<file path="config.mk">
export PLATFORM = sky130hd
export DESIGN_NAME = div_ratio_monitor
export DESIGN_NICKNAME = d
export VERILOG_FILES = /design/src/rtl/div_mon_pkg.sv /design/src/rtl/div_period_meter.sv /design/src/rtl/div_ratio_monitor.sv
export SDC_FILE = /design/constraint.sdc
export NUM_CORES = 1
export LEC_CHECK = 0
export BUFFER_PORTS_ARGS = -buffer_cell sky130_fd_sc_hd__buf_2
export CORE_MARGIN = 5
export CORE_UTILIZATION = 30
export CTS_BUF_LIST = sky130_fd_sc_hd__clkbuf_16
export DETAILED_ROUTE_END_ITERATION = 6
export PLACE_DENSITY_LB_ADDON = 0.05
export SYNTH_ARGS = -nofsm -noshare
export SYNTH_HDL_FRONTEND = slang
export SYNTH_SLANG_ARGS = --single-unit
</file>
<file path="constraint.sdc">
create_clock -name clk_in -period 3.5 [get_ports clk_in]
set_clock_uncertainty 0.05 [all_clocks]
set_input_delay 0.35 -clock clk_in [delete_from_list [all_inputs] [get_ports clk_in]]
set_output_delay 0.35 -clock clk_in [all_outputs]
set_load 0.1 [all_outputs]
</file>
<file path="src/rtl/div_mon_pkg.sv">
// Shared types and default ratio constants for the M/N divider output monitor.
// Defaults match the fractional divider configured for 87 clk_in cycles per 10 periods.
package div_mon_pkg;

  localparam int unsigned CntW = 8;
  localparam int unsigned IdxW = 5;

  localparam int unsigned MnDefault       = 87;
  localparam int unsigned NPerDefault     = 10;
  localparam int unsigned PMinDefault     = 8;
  localparam int unsigned PMaxDefault     = 9;
  localparam int unsigned LockWinsDefault = 2;
  localparam int unsigned TimeoutDefault  = 32;

  typedef enum logic [1:0] {
    SEEK,
    TRACK,
    LOCKED
  } mon_state_e;

endpackage

</file>
<file path="src/rtl/div_period_meter.sv">
// Rising-edge detector and period counter for the divided clock, all in the clk_in domain.
// Reports registered period_len/period_valid only when the caller enables reporting.
module div_period_meter
  import div_mon_pkg::*;
#(
  parameter int unsigned TIMEOUT = TimeoutDefault
) (
  input  logic            clk_in,
  input  logic            rst,
  input  logic            div_clk,
  input  logic            report,
  output logic            rise,
  output logic [CntW-1:0] cur_period,
  output logic            timeout,
  output logic [CntW-1:0] period_len,
  output logic            period_valid
);

  logic            div_q;
  logic [CntW-1:0] per_cnt;

  assign rise       = div_clk & ~div_q;
  assign cur_period = per_cnt;
  // Fires once: per_cnt walks past TIMEOUT on its way to saturation.
  assign timeout    = ~rise && (per_cnt == CntW'(TIMEOUT));

  always_ff @(posedge clk_in or negedge rst) begin
    if (!rst) begin
      div_q        <= 1'b0;
      per_cnt      <= '0;
      period_len   <= '0;
      period_valid <= 1'b0;
    end else begin
      div_q        <= div_clk;
      period_valid <= rise & report;
      if (rise) begin
        per_cnt <= CntW'(1);
      end else if (per_cnt != '1) begin
        per_cnt <= per_cnt + CntW'(1);
      end
      if (rise && report) begin
        period_len <= per_cnt;
      end
    end
  end

endmodule

</file>
<file path="src/rtl/div_ratio_monitor.sv">
// Checks divided-clock periods and N-period window sums against the M/N ratio; reports lock/err.
// Optional DIV_MON_STICKY_ERR_EN adds err_sticky, set by any err pulse and cleared only by reset.
module div_ratio_monitor
  import div_mon_pkg::*;
#(
  parameter int unsigned M_N       = MnDefault,
  parameter int unsigned N_PER     = NPerDefault,
  parameter int unsigned P_MIN     = PMinDefault,
  parameter int unsigned P_MAX     = PMaxDefault,
  parameter int unsigned LOCK_WINS = LockWinsDefault,
  parameter int unsigned TIMEOUT   = TimeoutDefault
) (
  input  logic            clk_in,
  input  logic            rst,
  input  logic            div_clk,
  output logic [CntW-1:0] period_len,
  output logic            period_valid,
  output logic [CntW-1:0] win_sum,
  output logic            win_valid,
  output logic            locked,
  output logic            err
`ifdef DIV_MON_STICKY_ERR_EN
  ,
  output logic            err_sticky
`endif
);

  localparam logic [IdxW-1:0] IdxMax = IdxW'(N_PER);

  mon_state_e      state_q;
  logic [CntW-1:0] acc_q, acc_nxt;
  logic [IdxW-1:0] idx_q, idx_nxt;
  logic [CntW-1:0] good_q, good_nxt;
  logic            rise, timeout, close, range_bad, sum_bad, err_set;
  logic [CntW-1:0] cur_period;

  div_period_meter #(
    .TIMEOUT (TIMEOUT)
  ) u_meter (
    .clk_in       (clk_in),
    .rst          (rst),
    .div_clk      (div_clk),
    .report       (state_q != SEEK),
    .rise         (rise),
    .cur_period   (cur_period),
    .timeout      (timeout),
    .period_len   (period_len),
    .period_valid (period_valid)
  );

  always_comb begin
    acc_nxt   = acc_q + cur_period;
    idx_nxt   = idx_q + IdxW'(1);
    close     = (idx_nxt == IdxMax);
    range_bad = (cur_period < CntW'(P_MIN)) || (cur_period > CntW'(P_MAX));
    sum_bad   = (acc_nxt != CntW'(M_N));
    good_nxt  = (good_q == '1) ? good_q : good_q + CntW'(1);
    err_set   = 1'b0;
    if (state_q != SEEK) begin
      err_set = rise ? (range_bad || (close && sum_bad)) : timeout;
    end
  end

  always_ff @(posedge clk_in or negedge rst) begin
    if (!rst) begin
      state_q   <= SEEK;
      acc_q     <= '0;
      idx_q     <= '0;
      good_q    <= '0;
      win_sum   <= '0;
      win_valid <= 1'b0;
      locked    <= 1'b0;
      err       <= 1'b0;
    end else begin
      win_valid <= 1'b0;
      err       <= err_set;
      if (err_set) begin
        locked <= 1'b0;
        good_q <= '0;
      end
      unique case (state_q)
        SEEK: begin
          if (rise) begin
            acc_q   <= '0;
            idx_q   <= '0;
            good_q  <= '0;
            state_q <= TRACK;
          end
        end
        TRACK, LOCKED: begin
          if (rise) begin
            // A window closing on a range error still publishes its partial sum.
            if (close) begin
              win_valid <= 1'b1;
              win_sum   <= acc_nxt;
            end
            if (err_set) begin
              acc_q   <= '0;
              idx_q   <= '0;
              state_q <= TRACK;
            end else if (close) begin
              acc_q  <= '0;
              idx_q  <= '0;
              good_q <= good_nxt;
              if (good_nxt >= CntW'(LOCK_WINS)) begin
                state_q <= LOCKED;
                locked  <= 1'b1;
              end
            end else begin
              acc_q <= acc_nxt;
              idx_q <= idx_nxt;
            end
          end else if (timeout) begin
            state_q <= SEEK;
          end
        end
        default: state_q <= SEEK;
      endcase
    end
  end

`ifdef DIV_MON_STICKY_ERR_EN
  always_ff @(posedge clk_in or negedge rst) begin
    if (!rst) begin
      err_sticky <= 1'b0;
    end else if (err_set) begin
      err_sticky <= 1'b1;
    end
  end
`endif

endmodule

</file>
==> impl_results.md <==
* Outcome: finished clean
* Mux contribution to synthesized area at 5.53%
* RSZ-0062 raised after global routing: no
* Max_slew headroom at 46.0%
* Setup Viol. Count Final at 0
* Mean Syn Cell Area at 9.74 sq um
* Post_cts resized at 0
* Endpoints failing hold at 0
* Buffers and inverters on the worst path at 0
* Most frequent cells after synthesis: dfrtp_1, nand2_1, nor2_1
* Post-synth top flop: dfrtp_1
* Core area at 9770 sq um
* First-iteration detailed-routing DRC count at 37
* Post-synth EDFFs at 0
* Worst slew pin tran at 808 ps
* Top post-synthesis cells by area: dfrtp_1, ha_1, mux2_2
* Tot GR Track Use at 13.3%
* # DRC at 0
* WP data arrival at about 3300 ps
* Via count at 2386
* Syn Inst Count at 309
* Antenna violations before repair at 0
* Slowest stage cell, crit path: o311a_1
* Critical Path Source Type: flop
* WL/cell at 16.0 um
* Register-to-Register Path Depth at 9
* Clk root buf: clkbuf_16
* Critical Path Start: u_meter.cur_period[0]$_DFFE_PN0P_
* Simple-gate area share of the yosys netlist at 17.4%
* Crit share post-route at 88.4%
* Post-synthesis async set-or-reset flop share at 100%
* Hold_buf cts at 0
* Syn Nets at 329
* DR vias/cell at 5.15
* Synth Area in Compound Gates at about a fifth
* Final min period at 3090 ps
* Antenna cell count at 0
* Final Cell Area at roughly 3400 sq um
* Post-CTS Setup Inserts at 0
* R2r startpoint: u_meter.cur_period[0]$_DFFE_PN0P_
* GP Congestion at 0.748
* Filler Cell Count at 1020
* Layout cells sized above 1 at 17.6%
* Synth Warn # at 0
* Pre-antenna DRT Iters at 6
* Final Slew Violations at 0
* Seq. cell area at 1300 sq um
* Worst-path cell chain: ha_1, fa_1, a211oi_1, nor2_1, xor2_1, nand4_1, o311a_1, nor4_1, mux2_1
* Largest net degree at the start of global routing at 32
* GR Overflow Total at 0
* Setup TNS at 0 ps
* Worst hold path class: in2async
* Critical path required time at approximately 3700 ps
* Clock buffer count from CTS at 5
* First-pass GRT wire length at 12600 um
* Dpl hpwl at between 5000 and 6000 um
* Max IR drop VDD at between 0.0003 and 0.0004 V
* H-tree Lvls at 2
* Share of the synthesized area in the top cell type at 43.2%
* CP Max Fanout at 11
* Nets@finish at 350
* Post-Synth Adder-Cell Area at 7.32%
* Crit end category: flop
* Die Area at approximately 12000 sq um
* Count of different cell masters after synthesis at 60
* Multi-input combinational cell area at 1590 sq um
* CTS tree: done
* Kind of critical path: reg2reg
* Io pins at 23
* PD cells at 690 nW/um^2
* Leakage at 1.57 nW
* FMAX at 0.323 GHz
* Bufs on Longest Clock Path at 2
* Die height at between 100 and 150 um
* FF+latch count, synth at 52
* Post-synthesis cell area at 3010 sq um
* Clk slew on worst S/H paths at roughly 70 ps
* Cell with the most instances after synthesis: dfrtp_1
* Final core utilization at 34.8%
* Top delay family on crit path: compound AO/OA/AOI/OAI gates
* Synth Area in XOR/XNOR at around 2.6%
* Vias in the first global route at 2389
* Port buffer count at 22
* CP Depth at 9
* Num rows at 36
* Sequential element share of the synthesized area at 43.2%
* Antenna viol nets, final at 0
* CTS sink cnt at 52
* Max_cap viols at 0
* Largest family of logic cells by synthesized area: compound AO/OA/AOI/OAI gates
* Layout area overhead at 13.1%
* Largest area contributor in the netlist: dfrtp_1
* Die X at 110 um
* Clk_lat worst skew at 290 ps
* Starting Density at between 30% and 40%
* Slowest cell delay on critical path at 550 ps
* Routed WL at 7400 um
* Dpl cell area at roughly 3300 sq um
[flip-flops by register name (all words and copies together) (netlist names), 2 cells and up]
register / cells
state_q: 2
u_meter.period_len: 8
acc_q: 8
win_sum: 8
idx_q: 5
good_q: 8
u_meter.cur_period: 8
[logic make-up (layout without fill, tap and decap cells)]
| group | count (synthesis) | in the layout |
|---|---|---|
| xor gates and xnor gates | 8 | 8 |
| muxes | 15 | 15 |
| buffers and inverters | 27 | 48 |
| and+or+nand+nor | 104 | 104 |
| DFF | 52 | 52 |
| AOI/OAI and AO/OA | 86 | 86 |
| adders and majority gates | 17 | 17 |
[worst register-to-register path, cell delays in order, from the launching register on]
cell	delay [ps]
dfrtp_1	450
ha_1	240
fa_1	410
a211oi_1	360
nor2_1	110
xor2_1	230
nand4_1	190
o311a_1	550
nor4_1	250
mux2_1	180
[metal layers]
metal | up-vias | share of wire, % | track usage (%)
met2 | 15 | 49 | 22.2
met4 | 0 | 0.59 | 2.90
met5 | - | 0 | 0
met1 | 1193 | 49 | 18.1
li1 | 1176 | - | -
met3 | 2 | 1.8 | 2.33
[where the power goes]
part	internal, mW	total (mW)	switching [mW]
clock network	0.264	0.489	0.225
logic	0.325	1.03	0.708
registers	0.709	0.825	0.116
total	1.30	2.35	1.05
[stage by stage]
step	cells	power, mW	hold slack (ps)	setup WS [ps]
global placement	456	1.88	409	537
global route	463	2.52	121	144
finish	463	2.35	62.8	407
floorplan	309	1.62	4.41	818
detailed placement	456	1.88	411	414
CTS	463	2.39	96.2	383
[area by class of cell]
type | instances | area share [%]
clock buffer | 5 | 3.67
timing repair buffer | 28 | 4.56
multi-input combinational | 230 | 46.8
inverter | 13 | 1.43
tap | 133 | 4.89
clock inverter | 2 | 0.478
sequential | 52 | 38.2
[cells in the final DEF, fill, tap and decap left out, types with 4 or more instances in the layout]
cell / n
a211oi_1: 6
a21oi_1: 11
a22o_1: 7
a31oi_1: 9
and3_1: 5
buf_2: 22
buf_4: 6
clkbuf_16: 5
dfrtp_1: 52
ha_1: 16
inv_1: 12
mux2_2: 11
nand2_1: 32
nand3_1: 9
nor2_1: 23
nor3_1: 8
nor3b_1: 4
o21ai_0: 20
o311a_1: 5
xor2_1: 4
[worst paths after layout]
| kind | to | slack, ps |
|---|---|---|
| max | state_q[1]$_DFFE_PN0P_ | 410 |
| min | idx_q[3]$_DFFE_PN0P_ | 60 |
| max reg2reg | state_q[1]$_DFFE_PN0P_ | 410 |
| min reg2reg | win_sum[1]$_DFFE_PN0P_ | 430 |
| max in group asynchronous | u_meter.cur_period[3]$_DFFE_PN0P_ | 2540 |
| min in group clk_in | u_meter.div_q$_DFF_PN0_ | 140 |
No activity file was read; power rests on OpenSTA's default activity.
